--- src/rtl/traffic_timer_pkg.sv ---
// Shared types and default timing constants for the traffic-light controller and its interval timer.
package traffic_pkg;

   localparam int unsigned TRAFFIC_SHORT_TICKS = 3;
   localparam int unsigned TRAFFIC_LONG_TICKS  = 10;
   localparam int unsigned TRAFFIC_PRESCALE    = 4;

   typedef enum logic [1:0] {
      IDLE = 2'd0,
      RUN  = 2'd1,
      DONE = 2'd2
   } timer_state_t;

   typedef enum logic [1:0] {
      HWY_GREEN   = 2'd0,
      HWY_YELLOW  = 2'd1,
      FARM_GREEN  = 2'd2,
      FARM_YELLOW = 2'd3
   } light_state_t;

endpackage

--- src/rtl/traffic_timer_if.sv ---
// Controller <-> timer signal bundle; the controller side is master, the timer side is slave.
interface traffic_timer_if;
   import traffic_pkg::*;

   // ST is a fire-and-forget start strobe: no ready, the timer accepts it on every edge it is high.
   // TS/TL/busy are registered levels, valid every cycle; state is the timer FSM for observation.
   logic         ST;
   logic         TS;
   logic         TL;
   logic         busy;
   timer_state_t state;

   modport master (output ST, input TS, input TL, input busy, input state);
   modport slave  (input ST, output TS, output TL, output busy, output state);

endinterface

--- src/rtl/traffic_timer_tick_gen.sv ---
// Tick enable for the interval timer. TRAFFIC_TIMER_PRESCALE_EN adds a PRESCALE-clock
// prescaler; without it every clock is a tick.
module tick_gen
   import traffic_pkg::*;
`ifdef TRAFFIC_TIMER_PRESCALE_EN
#(
   parameter int unsigned PRESCALE = TRAFFIC_PRESCALE
) (
   input  logic clk,
   input  logic rst,
   input  logic clr,
   input  logic en,
   output logic tick
);

   localparam int unsigned PW = (PRESCALE > 2) ? $clog2(PRESCALE) : 1;

   logic [PW-1:0] pre_q;
   logic [PW-1:0] pre_d;

   assign tick = en && (pre_q == PW'(PRESCALE - 1));

   // clr wins so a restart always begins a full prescale period
   always_comb begin
      pre_d = pre_q;
      if (clr) begin
         pre_d = '0;
      end else if (en) begin
         pre_d = tick ? '0 : pre_q + PW'(1);
      end
   end

   always_ff @(posedge clk or posedge rst) begin
      if (rst) begin
         pre_q <= '0;
      end else begin
         pre_q <= pre_d;
      end
   end
`else
(
   output logic tick
);

   assign tick = 1'b1;
`endif

endmodule

--- src/rtl/traffic_timer.sv ---
// Interval timer: ST (re)starts counting, TS/TL flag the short and long intervals.
// Define TRAFFIC_TIMER_PRESCALE_EN to count prescaled ticks instead of clocks.
module traffic_timer
   import traffic_pkg::*;
#(
   parameter int unsigned SHORT_TICKS = TRAFFIC_SHORT_TICKS,
   parameter int unsigned LONG_TICKS  = TRAFFIC_LONG_TICKS,
   parameter int unsigned PRESCALE    = TRAFFIC_PRESCALE
) (
   input  logic            Clk,
   input  logic            reset,
   traffic_timer_if.slave  tif
);

   localparam int unsigned CW = $clog2(LONG_TICKS + 1);

   timer_state_t  state_q, state_d;
   logic [CW-1:0] count_q, count_d;
   logic          ts_q, ts_d;
   logic          tl_q, tl_d;
   logic          tick;

`ifdef TRAFFIC_TIMER_PRESCALE_EN
   tick_gen #(
      .PRESCALE (PRESCALE)
   ) u_tick_gen (
      .clk  (Clk),
      .rst  (reset),
      .clr  (tif.ST),
      .en   (state_q == RUN),
      .tick (tick)
   );
`else
   tick_gen u_tick_gen (
      .tick (tick)
   );
`endif

   // ST outranks a coincident tick; DONE freezes count and flags until the next ST
   always_comb begin
      state_d = state_q;
      count_d = count_q;
      ts_d    = ts_q;
      tl_d    = tl_q;
      if (tif.ST) begin
         state_d = RUN;
         count_d = '0;
         ts_d    = 1'b0;
         tl_d    = 1'b0;
      end else if (state_q == RUN && tick) begin
         count_d = count_q + CW'(1);
         if (count_d == CW'(SHORT_TICKS)) begin
            ts_d = 1'b1;
         end
         if (count_d == CW'(LONG_TICKS)) begin
            tl_d    = 1'b1;
            state_d = DONE;
         end
      end
   end

   always_ff @(posedge Clk or posedge reset) begin
      if (reset) begin
         state_q <= IDLE;
         count_q <= '0;
         ts_q    <= 1'b0;
         tl_q    <= 1'b0;
      end else begin
         state_q <= state_d;
         count_q <= count_d;
         ts_q    <= ts_d;
         tl_q    <= tl_d;
      end
   end

   assign tif.TS    = ts_q;
   assign tif.TL    = tl_q;
   assign tif.busy  = (state_q == RUN);
   assign tif.state = state_q;

endmodule

--- src/flat_wrapper.sv ---
// flat-port wrapper written by rule: the top's interface ports become plain ports
module traffic_timer_flat import traffic_pkg::*;
#(
   parameter int unsigned SHORT_TICKS = TRAFFIC_SHORT_TICKS,
   parameter int unsigned LONG_TICKS  = TRAFFIC_LONG_TICKS,
   parameter int unsigned PRESCALE    = TRAFFIC_PRESCALE
)
  (Clk, reset, tif_ST, tif_TS, tif_TL, tif_busy, tif_state);
  traffic_timer_if tif_i ();
  input  logic Clk;
  input  logic reset;
  input wire logic [$bits(tif_i.ST)-1:0] tif_ST;
  output wire logic [$bits(tif_i.TS)-1:0] tif_TS;
  output wire logic [$bits(tif_i.TL)-1:0] tif_TL;
  output wire logic [$bits(tif_i.busy)-1:0] tif_busy;
  output wire logic [$bits(tif_i.state)-1:0] tif_state;
  assign tif_i.ST = tif_ST;
  assign tif_TS = tif_i.TS;
  assign tif_TL = tif_i.TL;
  assign tif_busy = tif_i.busy;
  assign tif_state = tif_i.state;
  traffic_timer #(.SHORT_TICKS(SHORT_TICKS), .LONG_TICKS(LONG_TICKS), .PRESCALE(PRESCALE)) u_core (.Clk(Clk), .reset(reset), .tif(tif_i));
endmodule
--- config.mk ---
export PLATFORM = sky130hd
export DESIGN_NAME = traffic_timer_flat
export DESIGN_NICKNAME = d
export VERILOG_FILES = /design/src/rtl/traffic_timer_pkg.sv /design/src/rtl/traffic_timer_if.sv /design/src/rtl/traffic_timer_tick_gen.sv /design/src/rtl/traffic_timer.sv /design/src/flat_wrapper.sv
export SDC_FILE = /design/constraint.sdc
export NUM_CORES = 1
export LEC_CHECK = 0
export CAP_MARGIN = 40
export CORE_AREA = 5 5 42 44
export CTS_BUF_LIST = sky130_fd_sc_hd__clkbuf_8
export CTS_CLUSTER_SIZE = 40
export DETAILED_ROUTE_END_ITERATION = 7
export DIE_AREA = 0 0 47 49
export PLACE_DENSITY = 0.58
export SYNTH_ARGS = -nofsm -noshare
export SYNTH_HDL_FRONTEND = slang
export SYNTH_SLANG_ARGS = --single-unit
export TNS_END_PERCENT = 30
--- constraint.sdc ---
create_clock -name Clk -period 1.12 [get_ports Clk]
set_input_delay 0.168 -clock Clk [delete_from_list [all_inputs] [get_ports Clk]]
set_output_delay 0.168 -clock Clk [all_outputs]
set_load 0.1 [all_outputs]
==> results of run 1 <==
final timing paths:
kind                                startpoint                   to  slack [ns]
min in group Clk                 u_core.tif.TS        u_core.tif.TS        0.59
setup reg to reg           u_core.tif.state[1]        u_core.tif.TS       -0.08
hold reg to reg                  u_core.tif.TS        u_core.tif.TS        0.59
hold / removal                           reset    u_core.count_q[3]        0.17
max in group asynchronous                reset  u_core.tif.state[1]        0.70
setup / recovery           u_core.tif.state[1]             tif_busy       -0.18
final cells by class:
cell class                 instances  area share
sequential                         7      0.2641
inverter                           5     0.03279
tap                               16     0.02914
timing repair buffer              17      0.2951
multi-input combinational         25      0.3133
clock inverter                     1    0.005464
clock buffer                       3     0.06011
worst max-delay path, delay by kind of cell, from the launching register on:
| kind | cells | cell delay [ns] |
|---|---|---|
| buffers and inverters | 2 | 0.26 |
| AND/OR/NAND/NOR | 1 | 0.16 |
| flip-flops | 1 | 0.47 |
report_power, final:
group | switching [mW] | internal (mW)
Combinational | 0.0883 | 0.0790
Sequential | 0.0201 | 0.270
Clock | 0.127 | 0.239
Total | 0.236 | 0.587
placed cells by master, fill, tap and decap left out, types with 2 or more instances in the layout:
cell type	netlist	routed
buf_4	1	8
xnor2_2	0	2
inv_1	5	5
clkdlybuf4s50_1	0	2
ha_1	3	2
nor2b_1	2	2
buf_6	0	2
nor2_1	3	3
dfrtp_2	0	2
dfrtp_1	7	4
buf_12	0	5
nand2_1	2	2
clkbuf_8	0	3
cell families (layout without fill, tap and decap cells):
kind of cell,after synthesis,after routing,share of synthesized area
simple gates,12,12,0.1813
fa+ha+maj,3,3,0.09710
buf+inv,7,26,0.07767
flops,7,7,0.4531
compound gates,7,7,0.1230
xor+xnor,3,3,0.06797
metrics by stage:
step	hold slack [ns]	std cells	total power [mW]	instance area [sq um]
6_report	0.1739	74	0.8233	686.9
4_1_cts	0.1911	73	0.8107	663.1
5_1_grt	0.2052	74	0.8632	686.9
3_3_place_gp	0.4218	68	0.4385	591.8
2_1_floorplan	-0.02865	39	0.3758	402.9
3_5_place_dp	0.4299	68	0.4404	591.8
metal layers:
metal  global-route usage  part of all wire  up-vias  wire length [um]
met1              0.09843              0.43      162               397
met4              0.08295             0.042        0                39
met3              0.04428             0.053        4                49
met2               0.1312              0.47        9               435
met5                    0                 0        -                 0
li1                     -                 -      169                 -
sequential cells by signal, indices dropped and copies added (netlist names):
name              cells
u_core.tif.TS         1
u_core.count_q        4
u_core.tif.state      2
timing repair:
action,4_1_cts,5_1_grt
hold buffers,0,0
pin swaps,3,3
buffers inserted,1,1
resized for setup,4,4
setup endpoints to repair,9,11
==> reports/results.txt, run 1 <==
CTS clk-pin slew, worst paths: 0.04 ns
IO Pins: 8
Worst EP arrival: 1.13 ns
Period Utilization, post-route: 1.160
Slowest stage delay, CP: 0.47 ns
DRC viols: 0
CTS sink count: 7
Max-slew violations: 0
Die height: 49 um
Worst-path fanout max: 3
P&R area growth vs syn: 77.67%
Cell Chain, Critical Path: nand2b_4, clkinvlp_4, buf_12
Post-placement setup slack: -0.1246 ns
Crit path time final: 1.299 ns
Slew of the pin with the lowest slew margin: 0.2824 ns
Post-DRT Antenna Nets: 0
RD Place Congestion: 0.7535
Crit path kind: reg2out
Number of fill cells in the layout: 138
Multi-input logic area: 215.2 sq um
Fin. Hold Viols: 0
Synth top area share: 0.4531
Initial antenna violation count: 0
Setup ws final: -0.1791 ns
Failing checks: setup timing
HPWL reported at the end of detailed placement: 615.7 um
Clk root buf: clkbuf_8
Critical path's slowest cell: dfrtp_4
Syn_nets: 45
Vias in the first global route: 337
RSZ-0062 raised after global routing: yes
TritonRoute pass-1 iters: 4
Drt initial violations: 1
Top FF cell, synth: dfrtp_1
First-pass GRT wire length: 1407 um
Reg2reg path depth: 5
Die span in x: 47 um
Clock Skews: 0.002336 ns
Mapped Avg Cell Area: 9.913 sq um
Power per cell area: 1199 nW/um^2
Final setup viols: 8
Rows: 14
MaxCap Viol Count: 0
Run status: finished with violations
Worst Setup End Kind: primary output
Synth warn: 0
Fin util: 0.4902
Synth Register Bits: 7
Setup TNS Final: -0.5586 ns
Initial core utilization: 0.2759
Fmax: 769.8 MHz
Via count: 344
# diodes: 0
CTS Buffer Depth: 2
Slew margin rel.: 0.8115
IO Port Bufs: 7
Grt ovf: 0
Placeable Area: 1401 sq um
Worst Hold Class: in2async
Pin count of the biggest net entering global routing: 8
Synth Instances: 39
Full die area: 2303 sq um
Most common cell in the netlist: dfrtp_1
Worst Setup Start Kind: flop
Synth area leaders: dfrtp_1 45%, ha_1 9.7%, inv_1 4.9%
Routed wire length: 922 um
Overall Global Routing Usage: 0.09348
CTS tree: yes
WL/cell: 12.46 um
H-tree depth: 1
Worst ir drop on vdd: 1159 uV
FF/Latch Area: 181.4 sq um
Skew-Pair Late Insertion Delay: 0.23 ns
Nets@finish: 65
Drt via density: 4.649
Post-synth EDFFs: 0
Synth cell types: 21
Synth cell count leaders: 7 x dfrtp_1, 5 x inv_1, 3 x ha_1, 3 x nor2_1
Mapped cell area: 386.6 sq um
TritonCTS Buffers: 3
WP data required: 0.95 ns
Share of post-route cells with drive strength above 1: 0.5000
Async SR Flop Fraction: 1.000
Sequential-to-total area share from yosys stat: 0.4531
Synth area leader: dfrtp_1
Leakage: 0.3182 nW
(Power assumes the default switching activity.)
==> run 2, diff against run 1 <==
--- a/config.mk
+++ b/config.mk
@@ -5,12 +5,12 @@
 export SDC_FILE = /design/constraint.sdc
 export NUM_CORES = 1
 export LEC_CHECK = 0
-export CAP_MARGIN = 40
-export CORE_AREA = 5 5 42 44
+export CAP_MARGIN = 20
+export CORE_AREA = 2 2 39 41
 export CTS_BUF_LIST = sky130_fd_sc_hd__clkbuf_8
 export CTS_CLUSTER_SIZE = 40
 export DETAILED_ROUTE_END_ITERATION = 7
-export DIE_AREA = 0 0 47 49
+export DIE_AREA = 0 0 41 43
 export PLACE_DENSITY = 0.58
 export SYNTH_ARGS = -nofsm -noshare
 export SYNTH_HDL_FRONTEND = slang
==> run 2 against run 1 <==
Net effect: the run still ends with setup timing left; final cell count stayed put; global-route usage is 4.1 points higher; register-to-register slack worse by 0.05 ns; critical endpoint unchanged; highest routed layer is now met3.
==> reports/results.txt, run 2 (synthesis gave the netlist of run 1 again) <==
Run status: finished with violations (unchanged)
Failing checks: setup timing (unchanged)
TritonCTS Buffers: 3 (unchanged)
Max-slew violations: 0 (unchanged)
P&R area growth vs syn: 81.23% (was 77.67%)
Crit path kind: reg2out (unchanged)
Skew-Pair Late Insertion Delay: 0.23 ns (about the same)
TritonRoute pass-1 iters: 2 (was 4)
CP top delay family: flip-flops (unchanged)
HPWL reported at the end of detailed placement: 635.4 um (was 615.7 um)
Slew margin rel.: 0.8031 (was 0.8115)
Placeable Area: 1384 sq um (was 1401 sq um)
Commonest non-fill, non-tap cell in the layout: buf_4 (unchanged)
Via count: 347 (was 344)
Total power: 806.4 uW (was 823.3 uW)
Switching part of the total: 0.2796 (was 0.2865)
Pin count of the biggest net entering global routing: 8 (unchanged)
Slowest stage delay, CP: 0.47 ns (about the same)
First-pass GRT wire length: 1504 um (was 1407 um)
Routed wire length: 937 um (was 922 um)
Die span in x: 41 um (was 47 um)
DRC viols: 0 (unchanged)
Worst ir drop on vdd: 649.2 uV (was 1159 uV)
Period Utilization, post-route: 1.164 (was 1.160)
Max reg flops: 4 (unchanged)
Post-placement setup slack: -0.06013 ns (was -0.1246 ns)
Number of hold buffers added after cts: 0 (unchanged)
Worst Setup End Kind: primary output (unchanged)
Overall Global Routing Usage: 0.1348 (was 0.09348)
CTS tree: yes (unchanged)
Drt initial violations: 5 (was 1)
Full die area: 1763 sq um (was 2303 sq um)
Critical path's slowest cell: dfrtp_4 (unchanged)
H-tree depth: 1 (unchanged)
Setup TNS Final: -0.9623 ns (was -0.5586 ns)
Worst-path fanout max: 3 (unchanged)
CP bufs+invs: 2 (unchanged)
CTS clk-pin slew, worst paths: 0.04 ns (about the same)
Hold_ws: 0.1803 ns (was 0.1739 ns)
Grt ovf: 0 (unchanged)
Placement Cell Area: 584.3 sq um (was 591.8 sq um)
Top reg by flops: u_core.count_q (unchanged)
Leakage: 0.3232 nW (was 0.3182 nW)
Final setup viols: 10 (was 8)
Slew of the pin with the lowest slew margin: 0.2950 ns (was 0.2824 ns)
# diodes: 0 (unchanged)
IO Pins: 8 (unchanged)
Crit path time final: 1.303 ns (was 1.299 ns)
Non-Filler Cell Area, Final: 700.7 sq um (was 686.9 sq um)
Worst EP arrival: 1.14 ns (was 1.13 ns)
Initial core utilization: 0.2794 (was 0.2759)
MaxCap Viol Count: 0 (unchanged)
Rows: 14 (unchanged)
Initial antenna violation count: 0 (unchanged)
Fmax: 767.3 MHz (was 769.8 MHz)
Nets@finish: 65 (unchanged)
Worst Hold Class: in2async (unchanged)
CTS sink count: 7 (unchanged)
Die height: 43 um (was 49 um)
CTS Buffer Depth: 2 (unchanged)
RD Place Congestion: 0.7407 (was 0.7535)
Drt via density: 4.689 (was 4.649)
Cell Chain, Critical Path: nand2b_4, clkinvlp_4, buf_12 (unchanged)
RSZ-0062 raised after global routing: yes (unchanged)
Logic pwr share: 0.204 (was 0.203)
Share of post-route cells with drive strength above 1: 0.5172 (was 0.5000)
Clock power frac: 0.436 (was 0.445)
Clock Skews: 0.007652 ns (was 0.002336 ns)
Internal: 580.9 uW (was 587.4 uW)
Post-DRT Antenna Nets: 0 (unchanged)
Most frequent cells in the layout: 8 x buf_4, 5 x inv_1, 5 x buf_12, 5 x dfrtp_1 (was 8 x buf_4, 5 x inv_1, 5 x buf_12, 4 x dfrtp_1)
Number of fill cells in the layout: 123 (was 138)
WP data required: 0.95 ns (about the same)
WL/cell: 12.66 um (was 12.46 um)
Power per cell area: 1151 nW/um^2 (was 1199 nW/um^2)
Setup ws final: -0.1832 ns (was -0.1791 ns)
Sw power: 225.4 uW (was 235.9 uW)
Sequential share of power: 0.361 (was 0.352)
Vias in the first global route: 349 (was 337)
Worst Setup Start Kind: flop (unchanged)
Clk root buf: clkbuf_8 (unchanged)
Fin. Hold Viols: 0 (unchanged)
IO Port Bufs: 7 (unchanged)
[run 2: area by class of cell]
class                   instances  area (sq um)  share of cell area
well taps                      16         20.02             0.02857
repair buffers                 17         202.7              0.2893
clock inverters                 1         3.754            0.005357
inverters                       5         22.52             0.03214
clock buffers                   3         41.29             0.05893
flip-flops and latches          7         180.2              0.2571
multi-input cells              25         230.2              0.3286
[run 2: metrics by stage]
step             util  cells
3_3_place_gp   0.4222     67
5_1_grt        0.5063     74
4_1_cts        0.4765     72
2_1_floorplan       -     39
6_report       0.5063     74
3_5_place_dp   0.4222     67
[run 2: timing repair]
item / CTS / global route
setup buffers: 1 / 2
resized for setup: 4 / 7
endpoints found under the setup margin: 10 / 11
pin swaps: 3 / 2
[run 2: path summary, 6_finish.rpt]
check	cells after the start	start	slack, ns	endpoint
max in group asynchronous	2	reset	0.69	u_core.tif.state[1]
setup / recovery	3	u_core.tif.state[1]	-0.18	tif_busy
hold / removal	2	reset	0.18	u_core.tif.TS
min in group Clk	2	u_core.tif.TS	0.58	u_core.tif.TS
hold reg to reg	2	u_core.tif.TS	0.58	u_core.tif.TS
setup reg to reg	6	u_core.tif.state[1]	-0.13	u_core.count_q[1]
[run 2: power groups by stage]
stage / Combinational (mW) / Clock, mW / Sequential, mW
2_1_floorplan: 0.0522 / 0 / 0.324
3_3_place_gp: 0.148 / 0 / 0.291
3_5_place_dp: 0.149 / 0 / 0.291
4_1_cts: 0.157 / 0.360 / 0.289
5_1_grt: 0.177 / 0.389 / 0.294
6_report: 0.164 / 0.351 / 0.291
[run 2: layer usage]
layer / routed length (um) / vias up / GRT usage
li1: - / 168 / -
met1: 405 / 168 / 0.1556
met2: 485 / 11 / 0.1938
met3: 46 / 0 / 0.09424
met4: 0 / 0 / 0.04000
met5: 0 / - / 0
